===== src/rtl/rv32_instr_encoder.sv =====
// rv32_instr_encoder: packs RV32I fields into instruction words behind a 2-entry FIFO.
module rv32_instr_encoder #(
  parameter int WIDTH = 32,
  parameter int CNT_W = 16
) (
  input  logic             clk,
  input  logic             rst,
  input  logic             in_valid,
  output logic             in_ready,
  input  logic [2:0]       fmt,
  input  logic [6:0]       opcode,
  input  logic [4:0]       rd,
  input  logic [2:0]       funct3,
  input  logic [4:0]       rs1,
  input  logic [4:0]       rs2,
  input  logic [6:0]       funct7,
  input  logic [WIDTH-1:0] imm,
  output logic             out_valid,
  input  logic             out_ready,
  output logic [WIDTH-1:0] out_instr,
  output logic             err,
  output logic [CNT_W-1:0] enc_count,
  output logic [CNT_W-1:0] err_count
);
  logic [WIDTH-1:0] mem [2];
  logic             wr_ptr, rd_ptr;
  logic [1:0]       occ;
  logic             acc, illegal, push, pop;
  logic [WIDTH-1:0] word;
  assign in_ready  = occ != 2'd2;
  assign out_valid = occ != 2'd0;
  assign out_instr = mem[rd_ptr];
  assign acc       = in_valid && in_ready;
  // B and J offsets must be halfword aligned
  assign illegal   = fmt[2] && fmt[1] || opcode[1:0] != 2'b11 ||
                     (fmt == 3'd3 || fmt == 3'd5) && imm[0];
  assign push      = acc && !illegal;
  assign pop       = out_valid && out_ready;
  always_comb begin
    word = fmt == 3'd0 ? {funct7, rs2, rs1, funct3, rd, opcode} :
           fmt == 3'd1 ? {imm[11:0], rs1, funct3, rd, opcode} :
           fmt == 3'd2 ? {imm[11:5], rs2, rs1, funct3, imm[4:0], opcode} :
           fmt == 3'd3 ? {imm[12], imm[10:5], rs2, rs1, funct3, imm[4:1], imm[11], opcode} :
           fmt == 3'd4 ? {imm[31:12], rd, opcode} :
                         {imm[20], imm[10:1], imm[11], imm[19:12], rd, opcode};
  end
  always_ff @(posedge clk)
    if (push && !rst) mem[wr_ptr] <= word;
  always_ff @(posedge clk) begin
    if (rst) begin
      wr_ptr    <= 1'b0;
      rd_ptr    <= 1'b0;
      occ       <= 2'd0;
      err       <= 1'b0;
      enc_count <= '0;
      err_count <= '0;
    end else begin
      wr_ptr    <= wr_ptr ^ push;
      rd_ptr    <= rd_ptr ^ pop;
      occ       <= occ + {1'b0, push} - {1'b0, pop};
      err       <= acc && illegal;
      enc_count <= enc_count + CNT_W'(push);
      err_count <= err_count + CNT_W'(acc && illegal);
    end
  end
endmodule


===== config.mk =====
export PLATFORM = sky130hd
export DESIGN_NAME = rv32_instr_encoder
export DESIGN_NICKNAME = d
export VERILOG_FILES = /design/src/rtl/rv32_instr_encoder.sv
export SDC_FILE = /design/constraint.sdc
export NUM_CORES = 1
export LEC_CHECK = 0
export ABC_AREA = 1
export CAP_MARGIN = 30
export CORE_MARGIN = 5
export CORE_UTILIZATION = 45
export CTS_BUF_LIST = sky130_fd_sc_hd__clkbuf_4 sky130_fd_sc_hd__clkbuf_8 sky130_fd_sc_hd__clkbuf_16
export CTS_CLUSTER_DIAMETER = 150
export DETAILED_ROUTE_END_ITERATION = 12
export PLACE_DENSITY_LB_ADDON = 0.25
export SYNTH_ARGS = -nofsm -noshare
export SYNTH_HDL_FRONTEND = slang
export SYNTH_SLANG_ARGS = --single-unit

===== constraint.sdc =====
create_clock -name clk -period 7.2 [get_ports clk]
set_input_delay 1.44 -clock clk [delete_from_list [all_inputs] [get_ports clk]]
set_output_delay 1.44 -clock clk [all_outputs]
set_load 0.01 [all_outputs]

; ---- Word-level counts from Yosys, hierarchy flattened
; Memory sizes are Yosys's and may differ from the RTL's. A register that Yosys moved wholly into a read port is not among the register bits.
; Index checks and enable logic that the tools add are counted.
[op_classes]
addsub = 4
eq_ne = 7
mux = 8
bitwise = 2
n_reduce_logical = 14
[op_table]
columns = cell, n
row1 = 2-to-1 mux 32 bit, 5
row2 = adder 16 x 1 -> 16 bit, 2
row3 = logical AND 1 bit, 7
row4 = equality test 3 x 2 -> 1 bit (second input constant), 2
row5 = equality test 3 bit (second input constant), 2
row6 = inequality test 2 bit (second input constant), 2
row7 = equality test 3 x 1 -> 1 bit (second input constant), 1
row8 = logical NOT 3 bit, 1
row9 = logical OR 1 bit, 3
row10 = 2-to-1 mux 1 bit, 3
row11 = adder 2 x 1 -> 2 bit, 1
row12 = logical NOT 1 bit, 2
row13 = nonzero test 2 bit, 1
row14 = subtractor 2 x 1 -> 2 bit, 1
row15 = XOR 1 bit, 2
[totals]
ff_bits = 37
ram_bits = 64
in_bits = 71
out_inout_bits = 67
wordCells = 42
n_memories = 1
[memory_table]
columns = memory, words, word_bits, read_ports, rd_ports_with_merged_regs, wr, line_no
row1 = mem, 2, 32, 1, 1, 1, 25  ; logic [WIDTH-1:0] mem [2];

; ---- Depth between registers and ports, before layout
; Gate-level depths: netlist of run 1.
[depth]
depth_word = 9
ltp_mapped = 14
mapped_depth_nobuf = 14

; ---- Least setup slack after synthesis of run 1
; OpenSTA, ideal clock, no wires.
[synth_timing]
path_kind = in2reg
start = input port fmt[2]
end = memory mem[1][0], enable pin
setup_ns = 0.421
arrival_time_ns = 3.295
required_time_ns = 6.779
setup_slack_ns = 3.484
cell_stages = 4
path_buffers = 1
cell_sequence = buf_4 a21oi_1 nand3_2 nor2_1
[synth_between]
elab_chain_len = 9
word_cells_on_any_way = 12
classes_between = eq/ne: 2 / mux: 2 / reduce/logical: 8
[synth_lines]
columns = item, line_no
row1 = "start, declared", 10  ; input logic [2:0] fmt,
row2 = equality test 3 x 2 -> 1 bit or equality test 3 bit (tied branches), 36  ; (fmt == 3'd3 || fmt == 3'd5) && imm[0];
row3 = logical OR 1 bit, 36
row4 = logical AND 1 bit, 36
row5 = logical OR 1 bit *, 35  ; assign illegal = fmt[2] && fmt[1] || opcode[1:0] != 2'b11 ||
row6 = logical NOT 1 bit *, 37  ; assign push = acc && !illegal;
row7 = logical AND 1 bit *, 37
row8 = logical AND 1 bit *, 48  ; if (push && !rst) mem[wr_ptr] <= word;
row9 = 2-to-1 mux 1 bit *, 48
row10 = 2-to-1 mux 1 bit (not written as such) *, 48
row11 = "end, declared", 25
; Every way passes the cells marked *; elsewhere a longest branch is shown, timed or not.

; ---- Final worst setup path of run 1
[layout_timing]
start = input port fmt[2]
end = register err_count[14]
[layout_between]
elab_chain_len = 6
word_cells_on_any_way = 9
classes_between = add/sub: 1 / eq/ne: 2 / reduce/logical: 6
[layout_lines]
columns = item, line_no
row1 = equality test 3 x 2 -> 1 bit or equality test 3 bit (tied branches), 36
row2 = logical OR 1 bit, 36
row3 = logical AND 1 bit, 36
row4 = logical OR 1 bit *, 35
row5 = logical AND 1 bit *, 63  ; err_count <= err_count + CNT_W'(acc && illegal);
row6 = adder 16 x 1 -> 16 bit *, 63
row7 = "end signal, assigned", 63
row8 = "end, declared", 23  ; output logic [CNT_W-1:0] err_count
; Marks and branches as above.
; A chain may end at the register's enable or synchronous reset.

==> out/metrics.cfg, run 1 <==
[run_status]
status=finished clean

[yosys]
yosys_warnings=0
yosys.area.top_type_share_pct=41.50
synth_xor_area_share_pct=1.324
synthCells=543
syn_area_um2=4631
synth-edff-count=64
synth_fa_ha_area_share_pct=1.891
synth_compound_area_share_pct=5.755
ys_types=28
syn-num-nets=621
async_flop_share_pct=0
ys_seq_area_share_pct=57.50
synth-simple-area-share_pct=27.83
synth_top_family_by_area=simple AND/OR/NAND/NOR gates
muxShareOfSynthArea_pct=0
synthFlopType=edfxtp_1
synth_top_area_cell=edfxtp_1
ys_seq_elements=101
synth.area.top_cells=edfxtp_1 (42%), nand2_1 (17%), dfxtp_1 (16%)
syn_avg_cell_area_um2=8.528

[clock_tree]
cts_root_buf=clkbuf_8
cts_inserted_buffers=9
cts_tree=done
insertion_delay_ns=0.36
htreeDepth=3
hold_buffers=0
clk_pin_slew_ns=0.09
cts.repair.resized=0
cts_sinks=101
postCtsSetupBuffers=0
cts.path.max_buffers=2

[final_layout]
diodes=0
final_cell_mix=nand2_1 (211), clkdlybuf4s50_1 (137), edfxtp_1 (64)
fin_nets=758
fin_util_pct=62.30
drive_above_1_share_pct=4.818
syn2layout_area_growth_pct=37.02
final_common_cell=nand2_1

[power]
swShare_pct=27.86
p_seq_share_pct=47.6
p_per_area_nw_per_um2=212.9
p_int_mw=0.9747
leakagePower_nw=2.395
power_frac_clock_pct=25.8
peakVddDrop_mv=0.1411
p_sw_mw=0.3763
comb_power_share_pct=26.6
total_power_mw=1.351

[global_route]
gr-usage-met3_pct=4.293
gr-total-overflow=0
track_usage_pct=18.84
grt_max_degree=35
grt_use_met2_pct=31.89
grt_pass1_wl_um=19170
grt.busiest_layer=met2
grt_pass1_vias=4010
use_met1_pct=24.15
antenna_found_initial=0

[sta]
tns_ns=0
fin_crit_sh_pct=54.86
fin_crit_ns=3.950
slew_headroom_pct=35.22
setup_viol=0
final_hold_viol_count=0
worst_pin_slew_ns=0.9687
fmax_mhz=253.2
maxSlewViolCount=0
rsz0062_at_grt=false
setup_ws_ns=3.250
finClkSkew_ns=0.008407

[setup_path]
r2r_cells=13
path_cells=clkdlybuf4s50_1 > inv_2 > nand2_1 > nand3_2 > nand2_1 > nand2_1 > inv_1 > ha_1 > ha_1 > nand3_1 > nor3_2 > nand3_1 > nand2_1 > nor2_1
critical-path-top-delay-family=buffers and inverters
crit_path_frequent_cell=nand2_1
cp_slowest_cell=clkdlybuf4s50_1
path_depth=14
critPathBufInv=3
path_class=primary input to flip-flop
startpoint_type=primary input
critical_path_required_ns=7.46
end_kind=flip-flop
cp_max_fo=18
critPathArrivalTime_ns=4.21
cpPeakStageDelay_ns=0.94
worstSetupStartpoint=fmt[2]
reg2reg_from=occ[0]$_SDFF_PP0_

[place]
port_buffers=137
place.gp.congestion=0.8488
hpwl_um=8601
place_ws_ns=2.850

[routing]
drt_iter0_drc=239
dr.pass1.iters=4
wirelength_um=11710
drtAntennaViolNets=0
route.detailed.drc=0
vias=4100
drt-vias-per-instance=4.994
wire_per_inst_um=14.26

[die]
rows=37
die_h_um=111.4
ios=138
die_w_um=111.4
initial_core_util_pct=45.47
core_area_um2=10180
dieArea_um2=12420

[hold_path]
whs_path_depth=2
min_from=wr_ptr$_SDFF_PP0_
min_path_type=flip-flop to flip-flop

[run]
maxCapViolations=0

==> cells in the mapped netlist (3+ instances only) <==
cell type	count
ha_1	7
edfxtp_1	64
xnor2_1	4
nand4_1	9
a21oi_1	24
nor2_2	4
nor2_1	46
inv_1	49
nand2_1	211
dfxtp_1	37
inv_2	3
o21ai_0	15
nand3_1	31
clkbuf_1	6
nand2_2	4
xor2_1	3
o211ai_1	5
buf_2	7
==> flip-flops by register name, summed over array words and instances, names as in the netlist <==
signal and cells:
err 1, rd_ptr 1, mem 64, occ 2, enc_count 16, wr_ptr 1, err_count 16
==> worst reg2reg max path, cell delays in order, from the launching register on <==
cell and delay, ns:
dfxtp_1 0.37, inv_1 0.06, nand2_1 0.07, nand2_1 0.07, inv_1 0.11, nand3_2 0.15
inv_2 0.11, ha_1 0.15, ha_1 0.17, nand2_1 0.10, nor2_2 0.22, nand3_1 0.13
o21ai_0 0.18, a21oi_1 0.06
==> final timing paths <==
path                                    to  slack (ns)
hold reg to reg          wr_ptr$_SDFF_PP0_        0.49
hold / removal           wr_ptr$_SDFF_PP0_        0.49
setup / recovery  err_count[14]$_SDFF_PP0_        3.25
setup reg to reg  enc_count[10]$_SDFF_PP0_        5.13
==> layer usage <==
layer | vias up | share of wire [%] | routed length (um)
li1 | 2031 | - | -
met5 | - | 0 | 0
met3 | 13 | 6.5 | 765
met2 | 155 | 49 | 5724
met4 | 0 | 1.1 | 130
met1 | 1901 | 43 | 5084
==> cell type report <==
cell class,instances,area [um2]
multi-input cells,375,1712
well taps,136,170.2
repair buffers,140,1414
clock inverters,7,63.81
clock buffers,9,123.9
flip-flops and latches,101,2663
inverters,53,198.9
fillers,858,3840
==> power by group through the flow <==
stage               sequential [mW]  combinational [mW]  clock [mW]
floorplan                     0.655               0.162           0
global placement              0.655               0.349           0
CTS                           0.643               0.365       0.356
global route                  0.645               0.395       0.381
detailed placement            0.656               0.363           0
finish                        0.643               0.360       0.348
==> per-stage QoR <==
step	cell area, um2	hold WS [ns]	cells
CTS	6345	0.4974	821
detailed placement	6157	0.4828	805
finish	6345	0.4922	821
global placement	6130	0.4684	804
global route	6345	0.5500	821
floorplan	4631	0.4582	543
==> cells by family after synthesis <==
logic type,after synthesis
AOI/OAI and AO/OA,49
adders and majority gates,7
and+or+nand+nor,312
DFF,101
xor gates and xnor gates,7
buffers and inverters,67
Power figures use the tool's default switching activity.
==> inputs of run 2 (changes only) <==
- CORE_UTILIZATION: 45 -> 43
- clock period: 7.2 -> 3.4 ns (I/O delays scaled with it)
==> out/metrics.cfg, run 2 (synthesis results as in run 1) <==
[final_layout]
syn2layout_area_growth_pct=37.58  ; was 37.02%
largest_reg_flops=64  ; unchanged
final_common_cell=nand2_1  ; unchanged
finalNonFillerCells=824  ; was 821
diodes=0  ; unchanged
top_register=mem  ; unchanged
drive_above_1_share_pct=5.669  ; was 4.818%
fin_nets=761  ; was 758
fin_util_pct=61.17  ; was 62.30%
reg_top3=mem x64, enc_count x16, err_count x16  ; unchanged
final_cell_mix=nand2_1 (211), clkdlybuf4s50_1 (137), edfxtp_1 (64)  ; unchanged

[clock_tree]
postCtsSetupBuffers=0  ; unchanged
cts_inserted_buffers=9  ; unchanged
htreeDepth=3  ; unchanged
cts_root_buf=clkbuf_8  ; unchanged
cts.path.max_buffers=2  ; unchanged
clk_pin_slew_ns=0.11  ; was 0.09 ns
insertion_delay_ns=0.36  ; about the same
cts_tree=done  ; unchanged
cts.repair.resized=0  ; unchanged
cts_sinks=101  ; unchanged
hold_buffers=0  ; unchanged

[global_route]
grt_pass1_vias=3882  ; was 4010
gr-total-overflow=0  ; unchanged
grt_pass1_wl_um=18340  ; was 19170 um
grt_max_degree=35  ; unchanged
track_usage_pct=17.64  ; was 18.84%
antenna_found_initial=0  ; unchanged

[die]
die_h_um=113.8  ; was 111.4 um
die_w_um=113.8  ; was 111.4 um
core_area_um2=10420  ; was 10180 um2
dieArea_um2=12940  ; was 12420 um2
initial_core_util_pct=44.46  ; was 45.47%
rows=37  ; unchanged
ios=138  ; unchanged

[setup_path]
end_kind=flip-flop  ; unchanged
r2r_cells=13  ; unchanged
worstSetupStartpoint=fmt[2]  ; unchanged
r2r-end=enc_count[10]$_SDFF_PP0_  ; unchanged
critPathArrivalTime_ns=2.95  ; was 4.21 ns
startpoint_type=primary input  ; unchanged
crit_end=err_count[14]$_SDFF_PP0_  ; unchanged
rrSetupSlack_ns=1.44  ; was 5.13 ns
critical_path_required_ns=3.66  ; was 7.46 ns
reg2reg_from=occ[0]$_SDFF_PP0_  ; unchanged
cp_max_fo=14  ; was 18
path_class=primary input to flip-flop  ; unchanged

[place]
port_buffers=137  ; unchanged
dp.cells=808  ; was 805
place.gp.congestion=0.8962  ; was 0.8488
place_ws_ns=0.3500  ; was 2.850 ns
hpwl_um=8311  ; was 8601 um

[hold_path]
min_path_type=flip-flop to flip-flop  ; unchanged
whs_path_depth=2  ; unchanged

[sta]
tns_ns=0  ; unchanged
worst_pin_slew_ns=0.4599  ; was 0.9687 ns
fin_crit_ns=2.686
rsz0062_at_grt=false  ; unchanged
slew_headroom_pct=69.34  ; was 35.22%
setup_ws_ns=0.7141  ; was 3.250 ns
maxSlewViolCount=0  ; unchanged
fmax_mhz=372.3
setup_viol=0  ; unchanged
final_hold_viol_count=0  ; unchanged
finClkSkew_ns=0.01179  ; was 0.008407 ns
fin_crit_sh_pct=79.00

[power]
peakVddDrop_mv=0.2983  ; was 0.1411 mV
p_per_area_nw_per_um2=456.8  ; was 212.9 nW/um2
leakagePower_nw=2.413  ; was 2.395 nW
power_frac_clock_pct=27.6  ; was 25.8%
p_int_mw=2.073  ; was 0.9747 mW
swShare_pct=28.78  ; was 27.86%
p_seq_share_pct=46.7  ; was 47.6%
p_sw_mw=0.8375  ; was 0.3763 mW
comb_power_share_pct=25.7  ; was 26.6%

[routing]
route.detailed.drc=0  ; unchanged
wire_per_inst_um=14.05  ; was 14.26 um
drt_iter0_drc=222  ; was 239
vias=4050  ; was 4100
drt-vias-per-instance=4.915  ; was 4.994
dr.pass1.iters=4  ; unchanged
wirelength_um=11580  ; was 11710 um
drtAntennaViolNets=0  ; unchanged

[run_status]
status=finished clean  ; unchanged

[run]
maxCapViolations=0  ; unchanged

-- run 2: cell types whose count changed in the layout (fill, tap and decap cells not counted) --
cell      change
buf_16        -1
buf_4         +4
clkinv_1      -3
clkinv_2      -1
clkinv_4      +1
inv_6         +1
inv_8         +2
-- run 2: worst min path at each step --
stage	start	to	slack, ns
floorplan	wr_ptr$_SDFF_PP0_	wr_ptr$_SDFF_PP0_	0.46
global placement	err_count[15]$_SDFF_PP0_	err_count[15]$_SDFF_PP0_	0.47
detailed placement	wr_ptr$_SDFF_PP0_	wr_ptr$_SDFF_PP0_	0.48
CTS	wr_ptr$_SDFF_PP0_	wr_ptr$_SDFF_PP0_	0.50
global route	wr_ptr$_SDFF_PP0_	wr_ptr$_SDFF_PP0_	0.53
finish	err_count[15]$_SDFF_PP0_	err_count[15]$_SDFF_PP0_	0.50
-- run 2: worst max-delay path: stages --
cell and delay, ns:
clkdlybuf4s50_1 0.60, inv_2 0.18, nand2_1 0.12, nand3_2 0.10, nand2_1 0.07, nand2_1 0.06
inv_1 0.05, ha_1 0.19, ha_1 0.25, nand3_1 0.19, nor3_2 0.22, nand3_1 0.10
nand2_1 0.07, nor2_1 0.04
-- run 2: area by class of cell --
type	count	area, um2
repair buffers	143	1416
inverters	53	198.9
fillers	865	4045
multi-input cells	375	1712
clock buffers	9	123.9
well taps	136	170.2
clock inverters	7	87.58
flip-flops and latches	101	2663
-- run 2: power by group through the flow --
| stage | Clock (mW) | Sequential, mW | Combinational (mW) |
|---|---|---|---|
| 2_1_floorplan | 0 | 1.39 | 0.344 |
| 3_3_place_gp | 0 | 1.39 | 0.747 |
| 3_5_place_dp | 0 | 1.39 | 0.755 |
| 4_1_cts | 0.823 | 1.36 | 0.759 |
| 5_1_grt | 0.885 | 1.36 | 0.816 |
| 6_report | 0.804 | 1.36 | 0.747 |
-- run 2: per-stage QoR --
step,hold WS [ns],total power [mW],area [um2]
4_1_cts,0.4956,2.941,6371
2_1_floorplan,0.4582,1.732,4631
3_5_place_dp,0.4806,2.142,6160
5_1_grt,0.5333,3.065,6371
6_report,0.4961,2.910,6371
3_3_place_gp,0.4685,2.133,6160
-- run 2: per-layer routing --
| layer | wire length (um) | part of all wire, % | vias up | GRT usage, % |
|---|---|---|---|---|
| li1 | - | - | 2040 | - |
| met1 | 5118 | 44 | 1857 | 23.16 |
| met2 | 5538 | 48 | 141 | 29.92 |
| met3 | 784 | 6.8 | 12 | 3.501 |
| met4 | 138 | 1.2 | 0 | 4.671 |
| met5 | 0 | 0 | - | 0 |
==> inputs of run 3 (changes only) <==
- clock period: 3.4 -> 2.2 ns (I/O delays scaled with it)
==> out/metrics.cfg, run 3 (synthesis results as in run 1) <==
[run_status]
status=finished clean  ; unchanged

[setup_path]
critical-path-top-delay-family=buffers and inverters  ; was simple AND/OR/NAND/NOR gates
path_class=flip-flop to primary output  ; was primary input to flip-flop
crit_path_frequent_cell=nand2_1  ; unchanged
worstSetupStartpoint=rd_ptr$_SDFF_PP0_  ; was fmt[2]
critical_path_required_ns=1.76  ; was 3.66 ns
cp_slowest_cell=clkdlybuf4s50_1  ; unchanged
critPathBufInv=3  ; unchanged
r2r-end=err_count[9]$_SDFF_PP0_  ; was enc_count[10]$_SDFF_PP0_
end_kind=primary output  ; was flip-flop
cp_max_fo=16  ; was 14
startpoint_type=flip-flop  ; was primary input
reg2reg_from=occ[0]$_SDFF_PP0_  ; unchanged
cpPeakStageDelay_ns=0.54  ; was 0.60 ns
rrSetupSlack_ns=0.28  ; was 1.44 ns
path_cells=inv_4 > buf_12 > nand2_1 > nand2_1 > clkdlybuf4s50_1  ; was clkdlybuf4s50_1 > inv_2 > nand2_1 > nand3_2 > nand2_1 > nand2_1 > inv_1 > ha_1 > ha_1 > nand3_1 > nor3_2 > nand3_1 > nand2_1 > nor2_1
r2r_cells=14  ; was 13
critPathArrivalTime_ns=1.69  ; was 2.95 ns

[routing]
route.detailed.drc=0  ; unchanged
wirelength_um=12490  ; was 11580 um
dr.pass1.iters=5  ; was 4
wire_per_inst_um=14.73  ; was 14.05 um
drtAntennaViolNets=0  ; unchanged
drt_iter0_drc=241  ; was 222
vias=4204  ; was 4050
drt-vias-per-instance=4.958  ; was 4.915

[power]
p_int_mw=3.219  ; was 2.073 mW
power_frac_clock_pct=24.7  ; was 27.6%
leakagePower_nw=2.607  ; was 2.413 nW
p_seq_share_pct=46.1  ; was 46.7%
peakVddDrop_mv=0.3881  ; was 0.2983 mV
swShare_pct=29.92  ; was 28.78%
p_sw_mw=1.374  ; was 0.8375 mW
p_per_area_nw_per_um2=684.3  ; was 456.8 nW/um2
comb_power_share_pct=29.2  ; was 25.7%

[global_route]
gr-usage-met3_pct=3.714  ; was 3.501%
grt_pass1_vias=4132  ; was 3882
grt_max_degree=35  ; unchanged
use_met1_pct=23.79  ; was 23.16%
antenna_found_initial=0  ; unchanged
grt_pass1_wl_um=19180  ; was 18340 um
gr-total-overflow=0  ; unchanged
grt.busiest_layer=met2  ; unchanged
grt_use_met2_pct=31.13  ; was 29.92%
track_usage_pct=18.43  ; was 17.64%

[clock_tree]
cts_tree=done  ; unchanged
htreeDepth=3  ; unchanged
cts_sinks=101  ; unchanged
hold_buffers=0  ; unchanged
cts.path.max_buffers=2  ; unchanged
cts_inserted_buffers=9  ; unchanged
insertion_delay_ns=0.36  ; about the same
postCtsSetupBuffers=0  ; unchanged
clk_pin_slew_ns=0.10  ; was 0.11 ns
cts_root_buf=clkbuf_8  ; unchanged

[sta]
worst_pin_slew_ns=0.4274  ; was 0.4599 ns
rsz0062_at_grt=true  ; was false
tns_ns=0  ; unchanged
fin_crit_ns=2.128
final_hold_viol_count=0  ; unchanged
finClkSkew_ns=0.01353  ; was 0.01179 ns
fmax_mhz=469.9
hold_slack_ns=0.4924  ; was 0.4961 ns
setup_ws_ns=0.07208  ; was 0.7141 ns
setup_viol=0  ; unchanged
fin_crit_sh_pct=96.72
maxSlewViolCount=0  ; unchanged
slew_headroom_pct=71.51  ; was 69.34%

[place]
port_buffers=137  ; unchanged
place_area_um2=6367  ; was 6160 um2
hpwl_um=8810  ; was 8311 um
place.gp.congestion=0.9081  ; was 0.8962
place_ws_ns=-0.4584  ; was 0.3500 ns

[die]
rows=37  ; unchanged
die_w_um=113.8  ; unchanged
ios=138  ; unchanged
die_h_um=113.8  ; unchanged
initial_core_util_pct=44.46  ; unchanged
dieArea_um2=12940  ; unchanged
core_area_um2=10420  ; unchanged

[final_layout]
fin_nets=785  ; was 761
drive_above_1_share_pct=10.53  ; was 5.669%
diodes=0  ; unchanged
largest_reg_flops=64  ; unchanged
fin_util_pct=64.44  ; was 61.17%
fin_area_um2=6713  ; was 6371 um2
final_common_cell=nand2_1  ; unchanged
syn2layout_area_growth_pct=44.96  ; was 37.58%
reg_top3=mem x64, enc_count x16, err_count x16  ; unchanged
top_register=mem  ; unchanged
fillers=856  ; was 865
final_cell_mix=nand2_1 (209), clkdlybuf4s50_1 (132), edfxtp_1 (64)  ; was nand2_1 (211), clkdlybuf4s50_1 (137), edfxtp_1 (64)

[hold_path]
min_from=enc_count[15]$_SDFF_PP0_  ; was err_count[15]$_SDFF_PP0_
min_path_type=flip-flop to flip-flop  ; unchanged
hold_end=enc_count[15]$_SDFF_PP0_  ; was err_count[15]$_SDFF_PP0_
whs_path_depth=2  ; unchanged

[run]
maxCapViolations=0  ; unchanged

## run 3: tightest hold or removal path, stage by stage, from the launching register on
cell     delay (ns)
dfxtp_1        0.33
o21ai_0        0.07
a21oi_1        0.06
## run 3: power groups by stage
stage	sequential, mW	combinational [mW]	clock [mW]
2_1_floorplan	2.14	0.532	0
3_3_place_gp	2.15	1.22	0
3_5_place_dp	2.15	1.24	0
4_1_cts	2.11	1.25	1.16
5_1_grt	2.12	1.46	1.22
6_report	2.12	1.34	1.13
## run 3: metal layers
layer	share of wire, %	wire length, um
met1	43	5369
met2	47	5866
met3	7.9	990
met4	2.1	262
met5	0	0
## run 3: how the worst max path moves through the flow
stage	end	slack (ns)	depth (start not counted)
floorplan	mem[1][0]$_DFFE_PP_	0.01	4
global placement	enc_count[10]$_SDFF_PP0_	-0.36	12
detailed placement	enc_count[10]$_SDFF_PP0_	-0.46	12
CTS	out_instr[29]	0.02	5
global route	err_count[9]$_SDFF_PP0_	-0.03	15
finish	out_instr[31]	0.07	5
## run 3: cell type report
| class | count | area (um2) | share of cell area, % |
|---|---|---|---|
| Inverter | 53 | 201.4 | 3.001 |
| Tap cell | 136 | 170.2 | 2.535 |
| Multi-Input combinational cell | 375 | 1784 | 26.58 |
| Timing Repair Buffer | 167 | 1702 | 25.35 |
| Clock inverter | 7 | 67.56 | 1.007 |
| Sequential cell | 101 | 2664 | 39.68 |
| Clock buffer | 9 | 123.9 | 1.845 |
## run 3: per-stage QoR
step / std cells / total power [mW]
floorplan: 543 / 2.677
global placement: 829 / 3.367
detailed placement: 829 / 3.388
CTS: 845 / 4.509
global route: 848 / 4.813
finish: 848 / 4.594
## run 3: repair_timing
| item | in CTS | in global routing |
|---|---|---|
| setup endpoints to repair | 3 | 33 |
| pin swaps | 0 | 2 |
| gates cloned | 0 | 3 |
| gates resized for setup | 1 | 25 |
